<file path="src/rtl/uart_pkg.sv">
// Shared UART definitions: parity modes, FSM state encoding and the parity-check helper.
// Latency: n/a (types and constants only).
// Backpressure: n/a.
package uart_pkg;

  localparam int PAR_NONE = 0;
  localparam int PAR_ODD  = 1;
  localparam int PAR_EVEN = 2;

  // The receiver uses this encoding now. The transmitter will reuse it later.
  typedef enum logic [2:0] {
    ST_IDLE  = 3'd0,
    ST_START = 3'd1,
    ST_DATA  = 3'd2,
    ST_PAR   = 3'd3,
    ST_STOP  = 3'd4
  } uart_state_e;

  // Error flags carried alongside a received word.
  typedef struct packed {
    logic frame_err;
    logic parity_err;
  } uart_flags_t;

  // x is the XOR of the data bits and the received parity bit.
  function automatic logic parity_error(input logic x, input int mode);
    if (mode == PAR_ODD)  return ~x;
    if (mode == PAR_EVEN) return x;
    return 1'b0;
  endfunction

endpackage

</file>
<file path="src/rtl/uart_rx_if.sv">
// Received-word channel: data and flags with valid/ready, plus the overrun pulse and cts.
// Latency: n/a (wires only).
// Backpressure: the consumer holds ready low to keep the word. cts mirrors !valid.
// Ports: master = receiver (drives data/valid/flags/overrun/cts), slave = consumer (drives ready).
interface uart_rx_if #(
  parameter int DATA_BITS = 8
) ();
  logic [DATA_BITS-1:0] data;
  logic                 valid;
  logic                 ready;
  logic                 frame_err;
  logic                 parity_err;
  logic                 overrun;
  logic                 cts;

  modport master (output data, valid, frame_err, parity_err, overrun, cts, input ready);
  modport slave  (input data, valid, frame_err, parity_err, overrun, cts, output ready);
endinterface

</file>
<file path="src/rtl/uart_baud_tick.sv">
// Free-running divider that emits a one-clock tick every CLK_DIV clocks.
// Latency: the first tick comes CLK_DIV-1 clocks after reset is released.
// Backpressure: none, because the divider never stalls.
// Ports: clk, rst (sync, active high), tick (high while the count equals CLK_DIV-1).
module uart_baud_tick #(
  parameter int CLK_DIV = 1300
) (
  input  logic clk,
  input  logic rst,
  output logic tick
);
  localparam int CW = (CLK_DIV > 1) ? $clog2(CLK_DIV) : 1;

  logic [CW-1:0] cnt;

  assign tick = (cnt == CW'(CLK_DIV - 1));

  always_ff @(posedge clk) begin
    if (rst)       cnt <= '0;
    else if (tick) cnt <= '0;
    else           cnt <= cnt + CW'(1);
  end
endmodule

</file>
<file path="src/rtl/uart_rx.sv">
// Oversampling UART receiver. It validates the start bit, checks the optional parity bit and stop bits,
// and delivers each frame through a single-entry output register.
// Latency: valid rises on the clock after the tick of the last stop-bit sample.
// Backpressure: one unread word is held until ready. A frame that completes meanwhile is dropped and overrun pulses.
// Ports: clk, rst (sync, active high), rx (async serial in, idle high), busy (FSM not idle),
//        bus (master side of uart_rx_if: data/valid/ready/frame_err/parity_err/overrun/cts).
module uart_rx
  import uart_pkg::*;
#(
  parameter int CLK_DIV   = 1300,
  parameter int OVS       = 4,
  parameter int DATA_BITS = 8,
  parameter int PARITY    = 0,
  parameter int STOP_BITS = 1
) (
  input  logic       clk,
  input  logic       rst,
  input  logic       rx,
  output logic       busy,
  uart_rx_if.master  bus
);
  localparam int PW = $clog2(OVS);
  localparam int BW = $clog2(DATA_BITS + 1);

  logic tick;

  uart_baud_tick #(.CLK_DIV(CLK_DIV)) u_tick (
    .clk  (clk),
    .rst  (rst),
    .tick (tick)
  );

  // Two-flop synchronizer. Both flops reset to the idle line level.
  logic rx_meta, rx_s;
  always_ff @(posedge clk) begin
    if (rst) begin
      rx_meta <= 1'b1;
      rx_s    <= 1'b1;
    end else begin
      rx_meta <= rx;
      rx_s    <= rx_meta;
    end
  end

  uart_state_e          state, state_n;
  logic [PW-1:0]        phase, phase_n;
  logic [BW-1:0]        bitcnt, bitcnt_n;
  logic [DATA_BITS-1:0] shreg, shreg_n;
  uart_flags_t          acc, acc_n;
  // Set after a frame whose last stop sample was low. Start detection stays off until the line
  // goes high again, so a held break yields a single frame.
  logic                 wait_high, wait_high_n;
  logic                 sample;
  logic                 commit;

  always_ff @(posedge clk) begin
    if (rst) begin
      state     <= ST_IDLE;
      phase     <= '0;
      bitcnt    <= '0;
      shreg     <= '0;
      acc       <= '0;
      wait_high <= 1'b0;
    end else begin
      state     <= state_n;
      phase     <= phase_n;
      bitcnt    <= bitcnt_n;
      shreg     <= shreg_n;
      acc       <= acc_n;
      wait_high <= wait_high_n;
    end
  end

  always_comb begin
    state_n     = state;
    phase_n     = phase;
    bitcnt_n    = bitcnt;
    shreg_n     = shreg;
    acc_n       = acc;
    wait_high_n = wait_high;
    commit      = 1'b0;
    sample      = tick && (phase == PW'(OVS - 1));

    if (rx_s) wait_high_n = 1'b0;

    // Outside IDLE and START, phase wraps at OVS-1 and each wrap is one bit's sample point.
    if (tick && (state == ST_DATA || state == ST_PAR || state == ST_STOP)) begin
      phase_n = sample ? '0 : phase + PW'(1);
    end

    case (state)
      ST_IDLE: begin
        if (tick && !rx_s && !wait_high) begin
          state_n = ST_START;
          phase_n = PW'(1);
        end
      end
      ST_START: begin
        if (tick) begin
          if (phase == PW'(OVS / 2)) begin
            if (rx_s) begin
              state_n = ST_IDLE;   // the line went high again, so this was a glitch and not a start bit
            end else begin
              state_n  = ST_DATA;
              phase_n  = '0;
              bitcnt_n = '0;
              acc_n    = '0;
            end
          end else begin
            phase_n = phase + PW'(1);
          end
        end
      end
      ST_DATA: begin
        if (sample) begin
          shreg_n  = {rx_s, shreg[DATA_BITS-1:1]};
          bitcnt_n = bitcnt + BW'(1);
          if (bitcnt == BW'(DATA_BITS - 1)) begin
            bitcnt_n = '0;
            state_n  = (PARITY != PAR_NONE) ? ST_PAR : ST_STOP;
          end
        end
      end
      ST_PAR: begin
        if (sample) begin
          acc_n.parity_err = parity_error((^shreg) ^ rx_s, PARITY);
          state_n          = ST_STOP;
        end
      end
      ST_STOP: begin
        if (sample) begin
          acc_n.frame_err = acc.frame_err | ~rx_s;
          bitcnt_n        = bitcnt + BW'(1);
          if (bitcnt == BW'(STOP_BITS - 1)) begin
            commit      = 1'b1;
            state_n     = ST_IDLE;
            wait_high_n = ~rx_s;
          end
        end
      end
      default: state_n = ST_IDLE;
    endcase
  end

  // Single-entry output register.
  logic [DATA_BITS-1:0] data_q;
  uart_flags_t          flags_q;
  logic                 valid_q;
  logic                 overrun_q;

  always_ff @(posedge clk) begin
    if (rst) begin
      data_q    <= '0;
      flags_q   <= '0;
      valid_q   <= 1'b0;
      overrun_q <= 1'b0;
    end else begin
      overrun_q <= 1'b0;
      if (commit) begin
        if (!valid_q || bus.ready) begin
          data_q  <= shreg;
          flags_q <= acc_n;
          valid_q <= 1'b1;
        end else begin
          overrun_q <= 1'b1;
        end
      end else if (valid_q && bus.ready) begin
        valid_q <= 1'b0;
      end
    end
  end

  assign bus.data       = data_q;
  assign bus.valid      = valid_q;
  assign bus.frame_err  = flags_q.frame_err;
  assign bus.parity_err = flags_q.parity_err;
  assign bus.overrun    = overrun_q;
  assign bus.cts        = ~valid_q;
  assign busy           = (state != ST_IDLE);

endmodule

</file>
<file path="src/flat_wrapper.sv">
// flat-port wrapper written by rule: the top's interface ports become plain ports
module uart_rx_flat import uart_pkg::*;
#(
  parameter int CLK_DIV   = 1300,
  parameter int OVS       = 4,
  parameter int DATA_BITS = 8,
  parameter int PARITY    = 0,
  parameter int STOP_BITS = 1
)
  (clk, rst, rx, busy, bus_data, bus_valid, bus_frame_err, bus_parity_err, bus_overrun, bus_cts, bus_ready);
  uart_rx_if #(.DATA_BITS(DATA_BITS)) bus_i ();
  input  logic clk;
  input  logic rst;
  input  logic rx;
  output logic busy;
  output wire logic [$bits(bus_i.data)-1:0] bus_data;
  output wire logic [$bits(bus_i.valid)-1:0] bus_valid;
  output wire logic [$bits(bus_i.frame_err)-1:0] bus_frame_err;
  output wire logic [$bits(bus_i.parity_err)-1:0] bus_parity_err;
  output wire logic [$bits(bus_i.overrun)-1:0] bus_overrun;
  output wire logic [$bits(bus_i.cts)-1:0] bus_cts;
  input wire logic [$bits(bus_i.ready)-1:0] bus_ready;
  assign bus_data = bus_i.data;
  assign bus_valid = bus_i.valid;
  assign bus_frame_err = bus_i.frame_err;
  assign bus_parity_err = bus_i.parity_err;
  assign bus_overrun = bus_i.overrun;
  assign bus_cts = bus_i.cts;
  assign bus_i.ready = bus_ready;
  uart_rx #(.CLK_DIV(CLK_DIV), .OVS(OVS), .DATA_BITS(DATA_BITS), .PARITY(PARITY), .STOP_BITS(STOP_BITS)) u_core (.clk(clk), .rst(rst), .rx(rx), .busy(busy), .bus(bus_i));
endmodule
</file>
<file path="config.mk">
export PLATFORM = sky130hd
export DESIGN_NAME = uart_rx_flat
export DESIGN_NICKNAME = d
export VERILOG_FILES = /design/src/rtl/uart_pkg.sv /design/src/rtl/uart_rx_if.sv /design/src/rtl/uart_baud_tick.sv /design/src/rtl/uart_rx.sv /design/src/flat_wrapper.sv
export SDC_FILE = /design/constraint.sdc
export NUM_CORES = 1
export LEC_CHECK = 0
export ABC_CLOCK_PERIOD_IN_PS = 2500
export CAP_MARGIN = 15
export CORE_MARGIN = 5
export CORE_UTILIZATION = 60
export CTS_BUF_LIST = sky130_fd_sc_hd__clkbuf_8
export CTS_CLUSTER_DIAMETER = 30
export DETAILED_ROUTE_END_ITERATION = 10
export GPL_TIMING_DRIVEN = 0
export PLACE_DENSITY = 0.93
export SLEW_MARGIN = 5
export SYNTH_ARGS = -nofsm -noshare
export SYNTH_HDL_FRONTEND = slang
export SYNTH_SLANG_ARGS = --single-unit
</file>
<file path="constraint.sdc">
create_clock -name clk -period 2.5 [get_ports clk]
set_input_delay 0.375 -clock clk [delete_from_list [all_inputs] [get_ports clk]]
set_output_delay 0.375 -clock clk [all_outputs]
set_load 0.05 [all_outputs]
</file>
## Word-level counts from Yosys, hierarchy flattened

Cells that the tools add are included.

- Add/sub/neg operators: 3
- Equal/unequal tests: 18
- Muxes and demuxes: 42
- Bitwise gates (word level): 4
- Reduce and logical (&&, ||, !) cells: 23

Operators with widths:

| cell | count |
|---|---|
| $mux 3 | 8 |
| $mux 4 | 6 |
| $mux 2 | 10 |
| $pmux 3 s5 | 1 |
| $mux 1 | 13 |
| $ne 2x1->1 const B | 6 |
| $pmux 4 s3 | 1 |
| $add 11x1->11 const B | 1 |
| $eq 11x11->1 const B | 1 |
| $ne 2x2->1 const B | 4 |
| $reduce_and 8->1 | 1 |
| $eq 3x2->1 const B | 2 |
| $reduce_and 2->1 | 3 |
| $reduce_and 6->1 | 1 |
| $reduce_bool 3->1 | 2 |
| $logic_and 1x1->1 | 5 |
| $add 4x1->4 const B | 1 |
| $eq 2x2->1 const B | 2 |
| $eq 4x3->1 const B | 1 |
| $logic_not 4->1 | 1 |
| $pmux 1 s2 | 2 |
| $pmux 2 s2 | 1 |
| $reduce_or 2->1 | 2 |
| $eq 3x1->1 const B | 1 |
| other kinds (8) | 14 |

- Bits in registers: 45
- Input port bits: 4
- Output and inout port bits: 14
- Logic and storage cells: 105

## Logic depth before layout (Yosys ltp)

Gate-level depths: netlist (run 1).

- Depth in word-level cells: 9
- Mapped depth: 8

## By module

Synthesis (run 1) repeated with hierarchy kept, for this count alone.

- Cell total of the unflattened synthesis: 230
- Area, all modules: 2109.5 um^2

By module, submodules not included:

| module | times used | cells an instance | area each (um^2) |
|---|---|---|---|
| uart_rx | 1 | 175 | 1595.3 |
| uart_baud_tick | 1 | 55 | 514.2 |

## Worst setup path before layout (run 1)

OpenSTA, ideal clock, no wires.

- Kind: register to register
- Start: reg u_core.u_tick.cnt[0]
- End: reg u_core.state[0]
- Library setup time: 0.116 ns
- Arrival: 1.630 ns
- Required time: 2.384 ns
- Path slack: 0.753 ns
- Stages on the path, launching flop included: 8
- Path buffers: 1
- Cell sequence: dfxtp_1 -> ha_1 -> and2_0 -> clkbuf_1 -> nand4_1 -> a22oi_4 -> a21oi_1 -> a41o_1

- Word-level cells in the longest chain between the ends: 5
- Elaborated cells between the ends (all ways): 10
- Classes of those cells: eq/ne: 6; reduce/logical: 4

RTL lines:

| item | line | text |
|---|---|---|
| start: declaration | uart_baud_tick.sv:14 | `logic [CW-1:0] cnt;` |
| start signal: assignment | uart_baud_tick.sv:21 | `else cnt <= cnt + CW'(1);` |
| $eq 11x11->1 * | uart_baud_tick.sv:16 | `assign tick = (cnt == CW'(CLK_DIV - 1));` |
| $logic_and 1x1->1 (2 in series) | uart_rx.sv:93 | `if (tick && !rx_s && !wait_high) begin` |
| $ne 2x1->1 (no source line) | -- |  |
| $reduce_and 8->1 (no source line) * | -- |  |
| end signal: assignment | uart_rx.sv:65 | `state <= state_n;` |
| end: declaration | uart_rx.sv:45 | `uart_state_e state, state_n;` |

Every way passes the cells marked *; elsewhere a longest branch is shown, timed or not.
A chain may end at the register's enable or synchronous reset.

## Worst setup path after layout (run 1)

- Start: reg u_core.state[2]
- End: out busy

- Word-level cells in the longest chain between the ends: 1

RTL lines:

| item | line | text |
|---|---|---|
| $reduce_bool 3->1 | uart_rx.sv:179 | `assign busy = (state != ST_IDLE);` |
| end: declaration | flat_wrapper.sv:15 | `output logic busy;` |

No other way between the ends.

==> results of run 1 <==
==> per-layer routing <==
metal / up-vias / track usage (%) / share of wire [%]
met5: - / 0 / 0
met4: 0 / 8.94 / 2.9
met3: 13 / 5.32 / 4.9
met2: 56 / 30.9 / 49
met1: 858 / 22.6 / 43
li1: 882 / - / -
==> state kept, by name (all words and copies together) (netlist names), 2 cells and up <==
register           cells
u_core.bus.data        8
u_core.state           3
u_core.bitcnt          4
u_core.acc             2
u_core.shreg           8
u_core.u_tick.cnt     11
u_core.phase           2
==> per-stage QoR <==
stage	setup slack [ns]	total power, uW	instance area (um2)
2_1_floorplan	0.753	819	2190
3_3_place_gp	0.458	841	2410
3_5_place_dp	0.456	844	2410
4_1_cts	0.116	1500	2550
5_1_grt	0.188	1540	2550
6_report	0.271	1490	2550
==> power groups by stage <==
stage | sequential (uW) | clock (uW) | combinational [uW]
after global routing | 740 | 703 | 99.9
after CTS | 738 | 670 | 89.8
after floorplan | 752 | 0 | 67.9
after detailed placement | 754 | 0 | 89.2
final | 739 | 663 | 90.9
after global placement | 754 | 0 | 87.4
==> cell type report <==
cell class	count	area, um2
flip-flops and latches	45	901
plain buffers	11	83.8
multi-input cells	176	1180
repair buffers	16	160
clock buffers	5	68.8
fillers	247	1050
well taps	48	60.1
inverters	7	26.3
clock inverters	3	68.8
==> kinds of logic after synthesis <==
| logic type | count (synthesis) |
|---|---|
| compound gates | 34 |
| xor+xnor | 9 |
| fa+ha+maj | 5 |
| buf+inv | 18 |
| flops | 45 |
| mux | 18 |
| simple gates | 110 |
==> worst max-delay path, delay by kind of cell (launching register included) <==
family	cells	cell delay [ns]
buf+inv	3	0.93
flops	1	0.31
simple gates	1	0.32
==> worst max-delay path by stage <==
stage	endpoint	start	slack [ns]
final	busy	u_core.state[2]	0.27
after global routing	busy	u_core.state[2]	0.19
after CTS	busy	u_core.state[2]	0.12
after detailed placement	busy	u_core.state[2]	0.46
after global placement	busy	u_core.state[2]	0.46
after floorplan	u_core.state[0]	u_core.u_tick.cnt[0]	0.75
==> what timing repair did <==
action,in CTS,in global routing
hold buffers,0,0
endpoints found under the hold margin,0,0
resized for setup,0,1
setup endpoints to repair,0,1
==> placed cells by master, fill, tap and decap left out, types with 5 or more instances in the layout <==
cell,netlist,layout
nor2_1,39,39
inv_1,6,6
ha_1,5,5
a21oi_1,13,13
clkdlybuf4s50_1,0,16
xor2_1,5,5
clkbuf_8,0,5
nand2_1,18,18
mux2i_1,18,18
dfxtp_1,45,45
nand3_1,13,13
==> results.toml, run 1 <==
[clocking]
cts.htree.levels = 2
ctsRootBufferMaster = "clkbuf_8"
buffers_from_clock_root_to_sink_at_most = 2
worst_setup_hold_path_clk_slew_ns = 0.08
clock_sinks = 45
clock_insertion_delay_worst_skew_ns = 0.31
cts_tree = "yes"
post-cts-setup-buffers = 0
numCtsBuffers = 5

[placement]
io_buffers = 16
gp_congestion = 0.852
dpl.hpwl_um = 3060
post-place-cells = 303

[synthesis]
ys_top_cells_by_count = "45 x dfxtp_1, 39 x nor2_1, 18 x mux2i_1, 18 x nand2_1"
post-synth-top-area-cell = "dfxtp_1"
synthXorXnorAreaFrac_pct = 3.60
synth_top_family_by_area = "simple AND/OR/NAND/NOR gates"
syn_area_mm2 = 0.00219
synth_edf_count = 0
post_synth_and_or_nand_nor_area_fraction_pct = 28.4
syn-instance-count = 239
adder_cell_share_of_the_synthesized_area_pct = 2.86
avgSynthCellArea_um2 = 9.16
postSynth.topFlopCell = "dfxtp_1"
synth-seq-area-share_pct = 41.2
mappedNetlistNets = 248
synthMuxAreaShare_pct = 8.23
post-synth-top-area-fraction_pct = 41.2
synth.ff_latch_count = 45
synth.top_cells.by_area = "dfxtp_1 41%, mux2i_1 8.2%, nor2_1 6.7%"
synth_area_in_compound_gates_pct = 10.7
post_synth_num_cell_types = 57
postSynth.asyncResetShare_pct = 0
yosys_warnings = 0
yosysMostFrequentCell = "dfxtp_1"

[power_and_ir_drop]
p_switching_uw = 331
pwr-share-clk_pct = 44.4
pwr-share-comb_pct = 6.1
power.static_leakage_uw = 0.00105
power.share.switching_pct = 22.2
vdd_drop_max_mv = 0.498
p_seq_share_pct = 49.5
pwr_dens_mw_per_mm2 = 585
internal_power_uw = 1160

[drt]
post_drt_wl_per_cell_um = 14.4
via_count = 1809
drt-pass1-iter-count = 4
residual_drc_count = 0
postRouteAntennaNets = 0
drt_wl_total_um = 4480
via_per_inst = 5.82
first_iter_violations = 139

[floorplanning]
die-area_mm2 = 0.00495
fp.dieW_um = 70.4
placeableCoreArea_mm2 = 0.00361
dieHeight_um = 70.4
core.rowCount = 22
initial_core_util_pct = 60.7
io_pins = 18

[global_routing]
pin_count_of_the_biggest_net_entering_global_routing = 16
grt_pass1_wl_um = 7580
antenna_found_initial = 0
grt_overflow_total = 0
grt_pass1_vias = 1660
grt_util_all_layers_pct = 18.9

[hold_path]
depth_of_the_worst_hold_timing_path = 1
hold_path_end = "u_core.rx_s"
timing.hold.worst.start = "u_core.rx_meta"
hold_path_class = "register to register"

[timing]
fin_worst_hold_slack_ns = 0.425
final_hold_viol_count = 0
tns_ns = 0
report.final.setup_viol = 0
max_freq_ghz = 0.449
rsz0062_at_grt = "no"
timing.clock.skew_ns = 0.00362
final_slew_viol_count = 0
period_minus_slack_ns = 2.23
headroom_to_the_max_slew_limit_pct = 65.7
layout_worst_path_cycle_share_pct = 89.1
tightest_slew_ns = 0.513

[layout]
antenna-diode-count = 0
final_core_utilization_pct = 70.7
areaGrowthSynthToFinish_pct = 16.6
final-instance-count-excl-fill = 311
fraction_of_layout_instances_using_a_drive_strength_above_1_pct = 12.9
final_net_count = 271

[critical_path]
critical_path.endpoint_type = "output port"
critPathLaunchType = "register"
cpPeakStageDelay_ns = 0.70
r2r_slack_ns = 0.42
critical_path.max_fanout = 10
timing.rr.end = "u_core.state[0]"
timing.critical_path.required_ns = 2.12
cp_cell_sequence = "buf_4 -> nor3_2 -> inv_1 -> clkdlybuf4s50_1"
cp_slowest_cell = "clkdlybuf4s50_1"
ff2ff_path_depth = 7
path_class = "register to output port"
critical_path_arrival_ns = 1.85
worst_r2r_startpoint = "u_core.u_tick.cnt[0]"

[outcome]
run_status = "completed"

[job]
drv.max_cap_violation_count = 0
Note: power is estimated with default switching activity, not from simulation.
==> inputs of run 2 (changes only) <==
Settings changed: ABC_CLOCK_PERIOD_IN_PS 2500 to not set.
==> results of run 2 <==
Final layout, timing and power as in run 1 (identical DEF).
==> RTL edit, RTL diff (flow settings as in run 1) <==
`PARITY` is set to 0 in 2 places; all go to 1.
--- a/src/rtl/uart_rx.sv
+++ b/src/rtl/uart_rx.sv
@@ -10,7 +10,7 @@
   parameter int CLK_DIV   = 1300,
   parameter int OVS       = 4,
   parameter int DATA_BITS = 8,
-  parameter int PARITY    = 0,
+  parameter int PARITY    = 1,
   parameter int STOP_BITS = 1
 ) (
   input  logic       clk,
--- a/src/flat_wrapper.sv
+++ b/src/flat_wrapper.sv
@@ -4,7 +4,7 @@
   parameter int CLK_DIV   = 1300,
   parameter int OVS       = 4,
   parameter int DATA_BITS = 8,
-  parameter int PARITY    = 0,
+  parameter int PARITY    = 1,
   parameter int STOP_BITS = 1
 )
   (clk, rst, rx, busy, bus_data, bus_valid, bus_frame_err, bus_parity_err, bus_overrun, bus_cts, bus_ready);
Function: same outputs for any inputs over 10 cycles, from zero or initial values and one cycle with rst high; that may be too few to reach the edited logic, so the function may still have changed.
==> RTL edit against run 1 <==
  * Wire length increased by 0.71%
  * Clock skew is 0.0059 ns higher
  * Highest routed layer unchanged
  * Sequential cell count stayed put
  * Area after synthesis is 1.5% higher
  * First-iteration DRC count fell by 2.2%
  * Die area rose by 1.3%
  * Utilization decreased by 0.74 points
  * Setup slack better by 0.042 ns
  * Cell area decreased by 0.29%
Power is not compared: it rests on default switching activity, and its combinational part moved more than twofold at a synthesized area within 25%.
==> RTL edit: results (changes against run 1) <==
[outcome]
outcome = finished, final reports clean

[layout]
finish.net_count = 286  ; +5.5%
reg_with_most_ffs = u_core.u_tick.cnt
drive_above_1_share_pct = 8.633  ; -4.3 points

[setup_path]
worst-endpoint-arrival_ns = 2.38  ; +0.53 ns
r2r_startpoint = u_core.phase[0]
critical-path-slowest-cell = sky130_fd_sc_hd__nor4bb_1
regToRegSetupSlack_ns = 0.31  ; -0.11 ns
crit-reg2reg-capture = u_core.bus.data[1]

[synthesis]
synth.distinct_cells = 52  ; -8.8%
synth-seq-area-share_pct = 40.56  ; -0.60 points
synth_common_cells = 45 x sky130_fd_sc_hd__dfxtp_1, 35 x sky130_fd_sc_hd__nor2_1, 22 x sky130_fd_sc_hd__nand2_1, 15 x sky130_fd_sc_hd__a21oi_1, 12 x sky130_fd_sc_hd__xnor2_1
syn_nets = 263  ; +6.0%
async_flop_share_pct = 0  ; unchanged

[sta]
finalCritPeriodShare_pct = 87.49  ; -1.7 points
timing.slew.headroom_pct = 62.36  ; -3.4 points

[grt]
via_count_of_the_first_global_routing_pass = 1697  ; +2.2%
grt_usage_pct = 18.96  ; +0.11 points
wire_length_of_the_first_global_routing_pass_mm = 7.534  ; -0.65%

[place]
dp_worst_setup_slack_ns = 0.3380  ; -0.1182 ns
dp.final_hpwl_mm = 3.265  ; +6.8%
gp_congestion = 0.8613  ; +1.2%

[cts]
clock_tree.htree_level_count = 2  ; unchanged

[routing]
drt-initial-drc-count = 136  ; -2.2%
postRouteWirelength_mm = 4.509  ; +0.71%

[power_and_ir_drop]
leakagePower_nw = 0.9446

[RTL edit: changes by cell type in the layout (fill, tap and decap cells not counted), moves of 4 or more]
cell and delta:
sky130_fd_sc_hd__mux2i_1 -8, sky130_fd_sc_hd__xnor2_1 +8, sky130_fd_sc_hd__nand2b_1 +7, sky130_fd_sc_hd__clkbuf_1 +5, sky130_fd_sc_hd__nand3_1 -5, sky130_fd_sc_hd__buf_2 +4
sky130_fd_sc_hd__nand2_1 +4, sky130_fd_sc_hd__nor2_1 -4
[RTL edit: per-layer routing]
| layer | vias to the layer above | track usage (%) | share of wire (%) |
|---|---|---|---|
| met2 | 32 | 32.65 | 51 |
| met1 | 876 | 22.22 | 43 |
| met3 | 8 | 4.830 | 4.0 |
| met4 | 0 | 8.142 | 1.8 |
| li1 | 920 | - | - |
| met5 | - | 0 | 0 |
[RTL edit: logic make-up after synthesis]
logic type | share of synthesized area (%)
AO/OA/AOI/OAI | 11.32
buffers and inverters | 5.183
multiplexers | 4.507
flip-flops | 40.56
XOR/XNOR | 8.113
adder cells (fa/ha/maj) | 2.817
AND/OR/NAND/NOR | 27.49
[RTL edit: metrics by stage]
step	hold WS [ns]	instances	utilization [%]	instance area, µm²	power, W
3_3_place_gp	0.3924	318	67.18	2441	0.001298
2_1_floorplan	0.3895	254	-	2221	0.001199
5_1_grt	0.4480	326	70.01	2544	0.001897
3_5_place_dp	0.3989	318	67.18	2441	0.001312
6_report	0.4097	326	70.01	2544	0.001787
4_1_cts	0.4167	326	69.94	2541	0.001796
[RTL edit: layout make-up]
class	count	area [µm²]
multi-input combinational	185	1205
inverter	9	33.78
sequential	45	900.9
buffer	15	81.33
tap	48	60.06
timing repair buffer	16	162.7
fill	293	1090
clock inverter	2	17.52
clock buffer	6	82.58
[RTL edit: worst max path at each step]
| stage | to | start |
|---|---|---|
| after global routing | u_core.bus.data[3] | u_core.phase[0] |
| final | u_core.bus.data[1] | u_core.phase[0] |
| after floorplan | u_core.bus.data[0] | u_core.phase[0] |
| after detailed placement | busy | u_core.state[1] |
| after CTS | busy | u_core.state[1] |
| after global placement | busy | u_core.state[1] |
[RTL edit: power breakdown]
group          internal [W]  switching [W]  total [W]
combinational      0.000219       0.000327   0.000545
clock              0.000229       0.000255   0.000485
sequential         0.000743      0.0000132   0.000757
total               0.00119       0.000595    0.00179
[RTL edit: timing repair]
item | CTS | global route
setup endpoints to repair | 0 | 1
hold buffers | 0 | 0
resized for setup | 0 | 1
